===== config.mk =====
export PLATFORM = sky130hd
export DESIGN_NAME = vga_sync_gen
export DESIGN_NICKNAME = d
export VERILOG_FILES = /design/src/rtl/vga_sync_gen.sv
export SDC_FILE = /design/constraint.sdc
export NUM_CORES = 1
export LEC_CHECK = 0
export ABC_AREA = 0
export CAP_MARGIN = 20
export CORE_MARGIN = 2
export CORE_UTILIZATION = 44
export DETAILED_ROUTE_END_ITERATION = 7
export HOLD_SLACK_MARGIN = 0.1
export MAX_ROUTING_LAYER = met4
export PLACE_DENSITY = 0.76
export SETUP_SLACK_MARGIN = 0.1
export SLEW_MARGIN = 20
export SYNTH_ARGS = -nofsm -noshare
export SYNTH_HDL_FRONTEND = slang
export SYNTH_SLANG_ARGS = --single-unit

===== constraint.sdc =====
create_clock -name CLK -period 2.32 [get_ports CLK]
set_input_delay 0.464 -clock CLK [delete_from_list [all_inputs] [get_ports CLK]]
set_output_delay 0.464 -clock CLK [all_outputs]
set_load 0.01 [all_outputs]

===== src/rtl/vga_sync_gen.sv =====
// vga_sync_gen
//   VGA raster timing generator. Divides CLK down to a pixel-clock enable,
//   runs horizontal (h) and vertical (v) counters over the full frame,
//   including blanking, and drives the coordinates, active-area flags and
//   active-low sync pulses.
//
// Ports
//   CLK          in   system clock, rising edge
//   RST          in   synchronous reset, active-low
//   pix_ce       out  pixel clock enable, high one CLK in every CLK_DIV
//   row  [9:0]   out  horizontal pixel counter h (X coordinate)
//   col  [9:0]   out  vertical line counter v (Y coordinate)
//   hnotactive   out  h >= H_ACTIVE
//   vnotactive   out  v >= V_ACTIVE
//   hsync        out  active-low horizontal sync
//   vsync        out  active-low vertical sync
//   frame_start  out  one-CLK pulse when (row,col) becomes (0,0), and after reset
//   frame_cnt    out  frame counter, built only when VGA_FRAME_CNT_EN is
//                     defined; otherwise tied to 0
//
// All outputs are registered and derived from the counters' next values, so
// flags and syncs always match the row/col presented in the same cycle.

module vga_sync_gen #(
   parameter int unsigned H_ACTIVE = 640,
   parameter int unsigned H_FP     = 16,
   parameter int unsigned H_SYNC   = 96,
   parameter int unsigned H_BP     = 48,
   parameter int unsigned V_ACTIVE = 480,
   parameter int unsigned V_FP     = 10,
   parameter int unsigned V_SYNC   = 2,
   parameter int unsigned V_BP     = 33,
   parameter int unsigned CLK_DIV  = 2
) (
   input  logic       CLK,
   input  logic       RST,
   output logic       pix_ce,
   output logic [9:0] row,
   output logic [9:0] col,
   output logic       hnotactive,
   output logic       vnotactive,
   output logic       hsync,
   output logic       vsync,
   output logic       frame_start,
   output logic [7:0] frame_cnt
);

   localparam int unsigned H_TOTAL = H_ACTIVE + H_FP + H_SYNC + H_BP;
   localparam int unsigned V_TOTAL = V_ACTIVE + V_FP + V_SYNC + V_BP;

   if (H_TOTAL > 1024 || V_TOTAL > 1024) begin : g_bad_total
      $error("vga_sync_gen: H_TOTAL and V_TOTAL must not exceed 1024");
   end
   if (CLK_DIV < 1 || CLK_DIV > 16) begin : g_bad_div
      $error("vga_sync_gen: CLK_DIV must be in 1..16");
   end

   // 11-bit thresholds so a boundary equal to 1024 does not wrap to 0.
   localparam logic [10:0] H_ACT_L  = 11'(H_ACTIVE);
   localparam logic [10:0] HS_START = 11'(H_ACTIVE + H_FP);
   localparam logic [10:0] HS_END   = 11'(H_ACTIVE + H_FP + H_SYNC);
   localparam logic [10:0] V_ACT_L  = 11'(V_ACTIVE);
   localparam logic [10:0] VS_START = 11'(V_ACTIVE + V_FP);
   localparam logic [10:0] VS_END   = 11'(V_ACTIVE + V_FP + V_SYNC);
   localparam logic [9:0]  H_LAST   = 10'(H_TOTAL - 1);
   localparam logic [9:0]  V_LAST   = 10'(V_TOTAL - 1);
   localparam logic [3:0]  DIV_LAST = 4'(CLK_DIV - 1);

   logic [3:0] div_q, div_d;
   logic [9:0] h_q, h_d;
   logic [9:0] v_q, v_d;
   logic       pix_ce_q, pix_ce_d;
   logic       hna_q, hna_d;
   logic       vna_q, vna_d;
   logic       hsync_q, hsync_d;
   logic       vsync_q, vsync_d;
   logic       fs_q, fs_d;
   logic       rst_seen_q;
   logic       frame_wrap;

   always_comb begin
      h_d        = h_q;
      v_d        = v_q;
      frame_wrap = 1'b0;

      div_d = (div_q == DIV_LAST) ? '0 : div_q + 4'd1;

      if (pix_ce_q) begin
         if (h_q == H_LAST) begin
            h_d = '0;
            if (v_q == V_LAST) begin
               v_d        = '0;
               frame_wrap = 1'b1;
            end else begin
               v_d = v_q + 10'd1;
            end
         end else begin
            h_d = h_q + 10'd1;
         end
      end

      pix_ce_d = (div_d == DIV_LAST);
      hna_d    = ({1'b0, h_d} >= H_ACT_L);
      vna_d    = ({1'b0, v_d} >= V_ACT_L);
      hsync_d  = !(({1'b0, h_d} >= HS_START) && ({1'b0, h_d} < HS_END));
      vsync_d  = !(({1'b0, v_d} >= VS_START) && ({1'b0, v_d} < VS_END));
      // rst_seen_q marks the first edge after release for the extra pulse.
      fs_d     = frame_wrap | rst_seen_q;
   end

   always_ff @(posedge CLK) begin
      if (!RST) begin
         div_q      <= '0;
         h_q        <= '0;
         v_q        <= '0;
         pix_ce_q   <= (DIV_LAST == 4'd0);
         hna_q      <= 1'b0;
         vna_q      <= 1'b0;
         hsync_q    <= 1'b1;
         vsync_q    <= 1'b1;
         fs_q       <= 1'b0;
         rst_seen_q <= 1'b1;
      end else begin
         div_q      <= div_d;
         h_q        <= h_d;
         v_q        <= v_d;
         pix_ce_q   <= pix_ce_d;
         hna_q      <= hna_d;
         vna_q      <= vna_d;
         hsync_q    <= hsync_d;
         vsync_q    <= vsync_d;
         fs_q       <= fs_d;
         rst_seen_q <= 1'b0;
      end
   end

`ifdef VGA_FRAME_CNT_EN
   logic [7:0] frame_cnt_q, frame_cnt_d;

   // Counts wraps only; the post-reset frame_start pulse is not a new frame.
   always_comb begin
      frame_cnt_d = frame_cnt_q + 8'(frame_wrap);
   end

   always_ff @(posedge CLK) begin
      if (!RST) begin
         frame_cnt_q <= '0;
      end else begin
         frame_cnt_q <= frame_cnt_d;
      end
   end

   assign frame_cnt = frame_cnt_q;
`else
   assign frame_cnt = '0;
`endif

   assign pix_ce      = pix_ce_q;
   assign row         = h_q;
   assign col         = v_q;
   assign hnotactive  = hna_q;
   assign vnotactive  = vna_q;
   assign hsync       = hsync_q;
   assign vsync       = vsync_q;
   assign frame_start = fs_q;

endmodule

Word-level counts from Yosys, hierarchy flattened
Index checks and enable logic that the tools add are counted.
{"block": "word_totals", "reg_bits": 31, "inputBits": 2, "out_inout_bits": 34, "wordCells": 38}
{"block": "classes", "addsub": 3, "magnitude_cmp": 6, "eq_ne": 4, "muxes": 10, "bitwise": 1, "reduce_logical": 4}
{"cell": "two-way mux 10 bit", "count": 5}
{"cell": "adder 10 x 1 -> 10 bit (second input constant)", "count": 2}
{"cell": "== test 10 bit (second input constant)", "count": 2}
{"cell": ">= comparator 10 bit (second input constant)", "count": 2}
{"cell": ">= comparator 10 x 9 -> 1 bit (second input constant)", "count": 2}
{"cell": "< comparator 10 bit (second input constant)", "count": 1}
{"cell": "< comparator 10 x 9 -> 1 bit (second input constant)", "count": 1}
{"cell": "== test 4 x 1 -> 1 bit (second input constant)", "count": 2}
{"cell": "adder 4 x 1 -> 4 bit (second input constant)", "count": 1}
{"cell": "two-way mux 1 bit", "count": 4}
{"cell": "two-way mux 4 bit", "count": 1}
{"cell": "logical AND 1 bit", "count": 2}
{"cell": "zero test 1 bit", "count": 2}
{"cell": "OR 1 bit", "count": 1}

Longest topological paths before layout
Gate-level depths: netlist (run 1).
{"block": "logic_depth", "ltp_word": 7, "depth_mapped": 7, "mapped_depth_nobuf": 6}

Worst setup path before layout (run 1)
OpenSTA, ideal clock, no wires.
{"block": "synth_timing", "path_kind": "register to register", "startpoint": "register h_q[0] (netlist: row[0])", "endpoint": "register vsync_q (netlist: vsync)", "setup_ps": 134, "arrival_ps": 2172, "required_ps": 2186, "path_slack_ps": 14, "stages_incl_launch_ff": 7, "path_buffers": 0, "synth_period_minus_slack_ps": 2306, "path_cell_list": "dfxtp_1 -> ha_1 -> nand4_4 -> or4_4 -> o32ai_1 -> nor2_1 -> or4_1"}
{"block": "synth_via", "elab_chain_len": 6, "word_cells_on_any_way": 7, "classes_between": "order compare: 2; eq/ne: 1; mux: 2; reduce/logical: 2"}
{"element": "start: declaration", "line": "70", "source": "logic [9:0] h_q, h_d;"}
{"element": "start signal: assignment", "line": "114", "source": "h_q <= '0;"}
{"element": "start signal: assignment", "line": "125", "source": "h_q <= h_d;"}
{"element": "== test 10 bit *", "line": "89", "source": "if (h_q == H_LAST) begin"}
{"element": "two-way mux 10 bit *", "line": "89"}
{"element": "two-way mux 10 bit *", "line": "88", "source": "if (pix_ce_q) begin"}
{"element": ">= comparator 10 x 9 -> 1 bit or < comparator 10 x 9 -> 1 bit (tied branches)", "line": "106", "source": "vsync_d = !(({1'b0, v_d} >= VS_START) && ({1'b0, v_d} < VS_END));"}
{"element": "logical AND 1 bit *", "line": "106"}
{"element": "zero test 1 bit *", "line": "106"}
{"element": "end signal: assignment", "line": "131", "source": "vsync_q <= vsync_d;"}
{"element": "end: declaration", "line": "76", "source": "logic vsync_q, vsync_d;"}
Every way passes the cells marked *; elsewhere a longest branch is shown, timed or not.
A chain may end at the register's enable or synchronous reset.

Worst setup path in the final report (run 1)
{"block": "layout_timing", "startpoint": "register h_q[6] (netlist: row[6])", "endpoint": "register vsync_q (netlist: vsync)"}
Same word-level chain as after synthesis.

==> run metrics, run 1 <==
outcome finished clean; largest net degree at the start of global routing 12; FP Rows 21; Post-Layout Inst Area approximately 2100 um2; commonest non-fill, non-tap cell in the layout nor2_1; Worst-Skew Late Latency 0.33 ns; Max-cap violations 0; CTS tree built; Post-synth ARST share 0; P&R area growth vs syn 33.2%; reg-to-reg startpoint row[6]$_SDFF_PN0_; number of routed nets with antenna violations 0; worst-path fanout max 8; CP max-delay cell or4_1; RSZ-0062 raised after global routing no; Total Wirelength 3370 um; # DRC 0; Fin. Hold Viols 0; Peak VDD IR between 0.4 and 0.5 mV; DP HPWL 2370 um; Iter 0 DRT Violations 73; Core Region 3390 um2; first-pass GRT wire length 5610 um; Final Worst Setup Slack a little under 0.2 ns; initial antenna violation count 0; post-cts hold buffer count 0; Initial DRT Pass Iterations 4; Setup CP Type reg -> reg; area of the mapped netlist 1580 um2; H-tree depth 2; Arr. time, crit path 2.34 ns; Max Root-Sink Buffers 2; dpl ws 0.105 ns; Num CTS Buffers 5; Synth Instances about 180; Final Slew Violations 0; Leak approximately 0.81 nW; Worst path depth 5; vias in the first global route 1251; area post-placement a little under 2000 um2; CP required roughly 2.5 ns; crit path cell chain nand4bb_2 > nor4_4 > xnor2_2 > or3_1 > or4_1; Yosys cell types 43; r2r setup slk 0.19 ns; register bit total from synthesis 31; DR WL/cell 12.7 um; total number of yosys warnings 0; layout cell share with drive strength beyond 1 0.205; hold depth 2; endpoint class of the critical path flop; Hold Crit Endpoint frame_start$_SDFF_PN0_; Nets 224; clock-pin slew on the worst setup and hold paths approximately 0.10 ns; vias per cell approximately 5.2; Final Non-Filler Cells 266; Root Driver clkbuf_4; Pwr Total 1.04 mW; Die W 63.9 um; R2R cell count 5; cell total after placement 257; Final GP Congestion 0.905; Global Route Usage Sum 0.179; die height 63.9 um; ant diodes 0; Worst Hold Launch rst_seen_q$_DFF_P_; delay of the slowest critical-path stage 0.50 ns; smallest hold slack between 0.4 and 0.5 ns; via count about 1400; Pwr Density 493 nW/um2; Die Area 4080 um2; min cycle time layout 2.13 ns; Syn Area/Cell 8.62 um2; post-synthesis sequential area ratio 0.393; Layout fillers 289; total grt overflow 0; Crit path max-delay family simple AND/OR/NAND/NOR gates; Final Util 0.620; I/O Pins 36; most frequent cells in the layout nor2_1 (34), clkdlybuf4s50_1 (27), dfxtp_1 (22); EDFF count, synth 0; Hold Crit Class reg -> reg; clk_skew 0.0102 ns; FMAX about 0.47 GHz; clk sinks 31; setup TNS 0 ns; R2R Path End vsync$_SDFF_PN1_; Initial Util 0.465; final setup fails 0; CP Launch Type flop; port bufs 27; top_reg_cell synth dfxtp_1; CP bufs+invs 0; Tcrit/Tclk final 0.916
## flip-flops by register name, summed over array words and instances (netlist names)
| name | cells |
|---|---|
| hnotactive | 1 |
| pix_ce | 1 |
| row | 10 |
| hsync | 1 |
| vsync | 1 |
| vnotactive | 1 |
| div_q | 4 |
| frame_start | 1 |
| rst_seen_q | 1 |
| col | 10 |
## cell type report
class                           instances  area [um2]  area share
Clock buffer                            6        51.3      0.0244
Clock inverter                          2        35.0      0.0167
Inverter                                6        22.5      0.0107
Multi-Input combinational cell        136         938       0.446
Sequential cell                        31         637       0.303
Tap cell                               46        57.6      0.0274
Timing Repair Buffer                   39         360       0.171
## worst reg2reg max path, cell delays in order (launching register included)
cell       delay (ns)
dfxtp_2          0.37
nand4bb_2        0.32
nor4_4           0.32
xnor2_2          0.11
or3_1            0.39
or4_1            0.50
## synthesized netlist by cell type, types with 2 or more instances
cell type	number	area (um2)
nand3_1	7	35.0
a211oi_1	3	22.5
or2_2	2	12.5
a21oi_1	6	30.0
inv_1	6	22.5
and4_1	3	26.3
nor3_1	4	20.0
buf_4	9	67.6
ha_1	3	37.5
xnor2_1	11	96.3
o21ai_0	2	10.0
nand2_1	12	45.0
nand4_1	5	31.3
xor2_1	6	52.6
or3_1	3	18.8
mux2i_1	2	20.0
dfxtp_1	31	621
buf_2	3	15.0
nor4b_1	2	17.5
o22ai_1	2	12.5
clkbuf_1	5	18.8
nor2_1	34	128
and3_1	2	12.5
## per-layer routing
| layer | global-route usage | share of wire | vias to the layer above |
|---|---|---|---|
| met3 | 0.0387 | 0.057 | 5 |
| met4 | 0.0842 | 0.015 | 0 |
| met2 | 0.276 | 0.48 | 42 |
| met5 | - | 0 | - |
| li1 | - | - | 691 |
| met1 | 0.222 | 0.45 | 657 |
## where the power goes
group	switching [mW]	internal [mW]	total, mW
Clock	0.187	0.255	0.441
Sequential	0.00890	0.540	0.548
Combinational	0.0263	0.0199	0.0462
Total	0.222	0.814	1.04
## cells by family after synthesis
group / Yosys count / synth area share
buffers and inverters: 23 / 0.0785
XOR/XNOR: 17 / 0.0944
AO/OA/AOI/OAI: 19 / 0.0809
AND/OR/NAND/NOR: 86 / 0.307
flip-flops: 31 / 0.393
multiplexers: 3 / 0.0198
other: 1 / 0.00238
adder cells (fa/ha/maj): 3 / 0.0238
## repair_timing
item	4_1_cts	5_1_grt
pin swaps	0	3
resized for setup	1	19
endpoints found under the setup margin	1	1
setup buffers	0	1
## worst max path at each step
| stage | startpoint | endpoint | slack (ns) |
|---|---|---|---|
| final | row[6]$_SDFF_PN0_ | vsync$_SDFF_PN1_ | 0.19 |
| after global placement | row[1]$_SDFF_PN0_ | vsync$_SDFF_PN1_ | 0.15 |
| after detailed placement | row[1]$_SDFF_PN0_ | vsync$_SDFF_PN1_ | 0.11 |
| after floorplan | row[1]$_SDFF_PN0_ | vsync$_SDFF_PN1_ | 0.10 |
| after global routing | row[6]$_SDFF_PN0_ | vsync$_SDFF_PN1_ | 0.1 |
| after CTS | row[0]$_SDFF_PN0_ | vsync$_SDFF_PN1_ | 0.13 |
Note: power is estimated with default switching activity, not from simulation.
==> run 2, diff against run 1 <==
Settings changed: CELL_PAD_IN_SITES_DETAIL_PLACEMENT set to 0, CELL_PAD_IN_SITES_GLOBAL_PLACEMENT set to 2, CORE_UTILIZATION 44 to 26, SKIP_LAST_GASP set to 1.
==> run 2 against run 1 <==
Routed wire length up 18%. Sequential share of layout area is 1.4 points lower. Die area increased by 64%. Design area rose by 4.0%. Global-route usage is 4.7 points lower. Via count shrank 0.57%. Clock skew decreased by 0.0058 ns. First-iteration DRC count shrank 26%. Clock power is 25% higher. Critical path type unchanged.
==> run metrics, run 2 (same netlist as run 1, synthesis figures left out) <==
outcome finished clean; Die Area 6710 um2 (+64%); commonest non-fill, non-tap cell in the layout nor2_1; Final Non-Filler Cells 303 (+14%); layout cell share with drive strength beyond 1 0.197 (-0.00718); Final GP Congestion 0.820 (-9.4%); RSZ-0062 raised after global routing no; Root Driver clkbuf_8; R2R Path End vsync$_SDFF_PN1_; Peak VDD IR 0.194 mV (-55%); Iter 0 DRT Violations 54 (-26%); CP required 2.47 ns (-0.06 ns); CP bufs+invs 0 (unchanged); Hold Crit Class reg -> reg; Comb power frac 0.046 (about the same); die height 81.9 um (+28%); min cycle time layout 2.13 ns (+0.00117 ns); CP Launch Type flop; Critical Path Start row[0]$_SDFF_PN0_; ant diodes 0 (unchanged); # DRC 0 (unchanged); Core Region 5890 um2 (+74%); Fin. Hold Viols 0 (unchanged); CTS tree built; Tcrit/Tclk final 0.917 (about the same); DP HPWL 2990 um (+26%); delay of the slowest critical-path stage 0.56 ns (+0.06 ns); Global Route Usage Sum 0.132 (-0.0467); CP max-delay cell or4_4; Crit path max-delay family simple AND/OR/NAND/NOR gates; FMAX 0.470 GHz (about the same); clk_skew 0.00434 ns (-0.00583 ns); Total Wirelength 3990 um (+18%); r2r setup slk 0.19 ns (about the same); Sw Share 0.209 (-0.00536); post-cts hold buffer count 0 (unchanged); Max-cap violations 0 (unchanged); Final Slew Violations 0 (unchanged); Initial DRT Pass Iterations 4 (unchanged); Die W 81.9 um (+28%); endpoint class of the critical path flop; Sw Pwr 0.240 mW (+8.5%); total grt overflow 0 (unchanged); Pint 0.912 mW (+12%); reg-to-reg startpoint row[0]$_SDFF_PN0_; FP Rows 28 (+33%); Leak 0.863 nW (+6.6%); P&R area growth vs syn 38.5%; clk sinks 31 (unchanged); Setup CP Type reg -> reg; R2R cell count 6 (+1); H-tree depth 2 (unchanged); cell total after placement 294 (+14%); Arr. time, crit path 2.28 ns (-0.06 ns); via count 1387 (-0.57%); setup TNS 0 ns (unchanged); clock-pin slew on the worst setup and hold paths 0.07 ns (-0.03 ns); I/O Pins 36 (unchanged); first-pass GRT wire length 6460 um (+15%); clock network fraction of design power 0.477 (+0.051); vias per cell 4.58 (-13%); most frequent cells in the layout nor2_1 (34), clkdlybuf4s50_1 (27), dfxtp_1 (26); Seq pwr share 0.477 (-0.053); Pwr Total 1.15 mW (+11%); port bufs 27 (unchanged); Initial Util 0.268 (-0.197); DR WL/cell 13.2 um (+3.9%); Worst-Skew Late Latency 0.28 ns (-0.05 ns); Num CTS Buffers 5 (unchanged); crit path cell chain ha_4 > nand4_4 > or4_4 > o32ai_1 > nor2_1 > or4_1; worst-path fanout max 5 (-3); Max Root-Sink Buffers 2 (unchanged); final setup fails 0 (unchanged); largest net degree at the start of global routing 12 (unchanged); number of routed nets with antenna violations 0 (unchanged); vias in the first global route 1284 (+2.6%); Setup crit end vsync$_SDFF_PN1_; Pwr Density 527 nW/um2 (+7.0%); Nets 232 (+3.6%); initial antenna violation count 0 (unchanged); Worst path depth 6 (+1)
[run 2: cell types whose count changed in the layout (fill, tap and decap cells not counted), sizes merged]
cell,change
buf,+8
[run 2: worst register-to-register path: cells and delay by family, from the launching register on]
kind | cells | cell delay, ns
and+or+nand+nor | 4 | 1.22
adders and majority gates | 1 | 0.17
DFF | 1 | 0.38
AOI/OAI and AO/OA | 1 | 0.23
[run 2: area by class of cell]
class | count | area (um2)
Fill cell | 605 | 3700
Multi-Input combinational cell | 136 | 900
Sequential cell | 31 | 632
Timing Repair Buffer | 47 | 420
Tap cell | 75 | 93.8
Clock buffer | 6 | 82.6
Clock inverter | 2 | 35.0
Inverter | 6 | 22.5
[run 2: stage by stage]
stage           util  worst slack [ns]  hold WS (ns)  area, um2
2_1_floorplan      -             0.102         0.413       1620
3_3_place_gp   0.344             0.148         0.423       2020
3_5_place_dp   0.344            0.0999         0.429       2020
4_1_cts        0.364             0.127         0.444       2140
5_1_grt        0.371            0.0974         0.471       2190
6_report       0.371             0.193         0.434       2190
[run 2: metal layers]
metal  up-vias  GRT usage  routed length (um)
met3         4     0.0341                 165
met1       643      0.161                1850
met4         0     0.0500                  31
li1        705          -                   -
met2        35      0.210                1940
met5         -          -                   0
[run 2: power groups by stage]
stage	clock network [mW]	registers, mW	logic (mW)
3_5_place_dp	0	0.562	0.0540
5_1_grt	0.597	0.550	0.0586
4_1_cts	0.570	0.550	0.0544
2_1_floorplan	0	0.562	0.0363
6_report	0.550	0.549	0.0533
3_3_place_gp	0	0.561	0.0539
[run 2: worst min path at each step]
stage / slack [ns] / cells after the start / to / startpoint
final: 0.43 / 2 / frame_start$_SDFF_PN0_ / rst_seen_q$_DFF_P_
after global routing: 0.47 / 2 / frame_start$_SDFF_PN0_ / rst_seen_q$_DFF_P_
after CTS: 0.44 / 2 / frame_start$_SDFF_PN0_ / rst_seen_q$_DFF_P_
after detailed placement: 0.43 / 2 / frame_start$_SDFF_PN0_ / rst_seen_q$_DFF_P_
after global placement: 0.42 / 2 / frame_start$_SDFF_PN0_ / rst_seen_q$_DFF_P_
after floorplan: 0.41 / 2 / frame_start$_SDFF_PN0_ / rst_seen_q$_DFF_P_
[run 2: what timing repair did]
action                     CTS  global route
setup endpoints to repair    1             1
gates resized for setup      1             9
pin swaps                    0             2
buffers inserted             0             1
==> run 3, diff against run 2 <==
Settings changed: CORE_UTILIZATION 26 to 33, DONT_BUFFER_PORTS set to 1.
==> run 3 against run 2 <==
Clock power down 16%. Combinational power decreased by 23%. Utilization up 4.3 points. Routed wire length decreased by 7.3%. Design area fell by 12%. Clock-buffer cell count is 2 higher. First-iteration DRC count increased by 130%. Clock skew increased by 0.00085 ns. Via count shrank 5.2%. Power is 8.8% lower. Global-route usage grew 1.6 points.
==> run metrics, run 3 (same netlist as run 1, synthesis figures left out) <==
outcome finished clean; Worst Hold Launch RST; final setup fails 0 (unchanged); r2r setup slk 0.16 ns (-0.04 ns); clock-pin slew on the worst setup and hold paths 0.07 ns (about the same); worst-path fanout max 5 (unchanged); CTS tree built; CP required 2.47 ns (about the same); total grt overflow 0 (unchanged); via count 1315 (-5.2%); footprint of the multi-input gates 932 um2 (+3.6%); first-pass GRT wire length 5870 um (-9.1%); Final Slew Violations 0 (unchanged); clk_skew 0.00519 ns (+0.000845 ns); setup TNS 0 ns (unchanged); layout cell share with drive strength beyond 1 0.241 (+0.0440); Final GP Congestion 0.792 (-3.4%); R2R cell count 6 (unchanged); most frequent cells in the layout nor2_1 (34), dfxtp_1 (26), buf_4 (21); Peak VDD IR 0.278 mV (+43%); I/O Pins 36 (unchanged); initial antenna violation count 0 (unchanged); die height 73.1 um (-11%); Leak 0.776 nW (-10%); vias in the first global route 1232 (-4.0%); Hold Crit Class in -> reg; hold depth 1 (-1); Iter 0 DRT Violations 122 (+130%); CP Launch Type flop; R2R Path End vsync$_SDFF_PN1_; DR WL/cell 14.4 um (+9.3%); P&R area growth vs syn 22.3%; Pwr Density 545 nW/um2 (+3.4%); Critical Path Start row[1]$_SDFF_PN0_; number of routed nets with antenna violations 0 (unchanged); Total Wirelength 3700 um (-7.3%); Die W 73.1 um (-11%); commonest non-fill, non-tap cell in the layout nor2_1; Arr. time, crit path 2.32 ns (+0.04 ns); clk sinks 31 (unchanged); Post-Layout Inst Area 1930 um2 (-12%); endpoint class of the critical path flop; Initial DRT Pass Iterations 4 (unchanged); Nets 207 (-11%); Worst-Skew Late Latency 0.28 ns (about the same); Fin. Hold Viols 0 (unchanged); Max Root-Sink Buffers 2 (unchanged); reg-to-reg startpoint row[1]$_SDFF_PN0_; Die Area 5350 um2 (-20%); Setup CP Type reg -> reg; Num CTS Buffers 5 (unchanged); Hold Crit Endpoint rst_seen_q$_DFF_P_; largest net degree at the start of global routing 12 (unchanged); # DRC 0 (unchanged); Layout fillers 444 (-27%); FP Rows 25 (-11%); Max-cap violations 0 (unchanged); RSZ-0062 raised after global routing no; Root Driver clkbuf_8; post-cts hold buffer count 0 (unchanged); Tcrit/Tclk final 0.932 (+0.0152); Initial Util 0.339 (+0.0705); Global Route Usage Sum 0.148 (+0.0162); area post-placement 1730 um2 (-15%); min cycle time layout 2.16 ns (+0.0354 ns); ant diodes 0 (unchanged); FMAX 0.462 GHz (-1.6%); vias per cell 5.12 (+12%); register area 629 um2 (-0.40%); port bufs 0 (-100%); Core Region 4660 um2 (-21%); H-tree depth 2 (unchanged); DP HPWL 2750 um (-8.0%)
[run 3: final cells by class]
cell class | instances | area share
multi-input combinational | 136 | 0.483
inverter | 6 | 0.0117
clock buffer | 8 | 0.0519
tap | 54 | 0.0350
sequential | 31 | 0.326
timing repair buffer | 22 | 0.0921
[run 3: metal layers]
layer | routed length, um | global-route usage
met5 | 0 | -
met4 | 52 | 0.0556
met3 | 154 | 0.0511
met2 | 1990 | 0.251
met1 | 1500 | 0.159
[run 3: repair_timing]
item	in CTS	in global routing
setup buffers	0	3
resized for setup	0	14
endpoints found under the setup margin	0	1
[run 3: through the flow]
stage          total power, mW   util  hold slack, ns  setup slack [ns]  instances
2_1_floorplan            0.599      -           0.413             0.102        190
3_3_place_gp             0.599  0.370           0.433             0.139        246
3_5_place_dp             0.601  0.370           0.428             0.105        246
4_1_cts                   1.07  0.392           0.416             0.102        254
5_1_grt                   1.10  0.414           0.441            0.0755        257
6_report                  1.05  0.414           0.413             0.157        257
[run 3: how the worst max path moves through the flow]
stage | endpoint | slack (ns)
after floorplan | vsync$_SDFF_PN1_ | 0.10
after global placement | vsync$_SDFF_PN1_ | 0.14
after detailed placement | vsync$_SDFF_PN1_ | 0.11
after CTS | vsync$_SDFF_PN1_ | 0.10
after global routing | vsync$_SDFF_PN1_ | 0.08
final | vsync$_SDFF_PN1_ | 0.16
[run 3: where the power goes]
group          leakage, nW  switching (mW)  internal, mW  total [mW]
Sequential           0.254         0.00705         0.540       0.547
Clock               0.0515           0.193         0.270       0.464
Combinational        0.471          0.0271        0.0139      0.0410
Total                0.776           0.227         0.824        1.05
[run 3: critical path, cell delays in order (launching register included)]
cell and delay (ns):
dfxtp_2 0.35, ha_4 0.16, nand4_4 0.14, or4_4 0.58, o32ai_2 0.28, nor2_1 0.06, or4_1 0.46
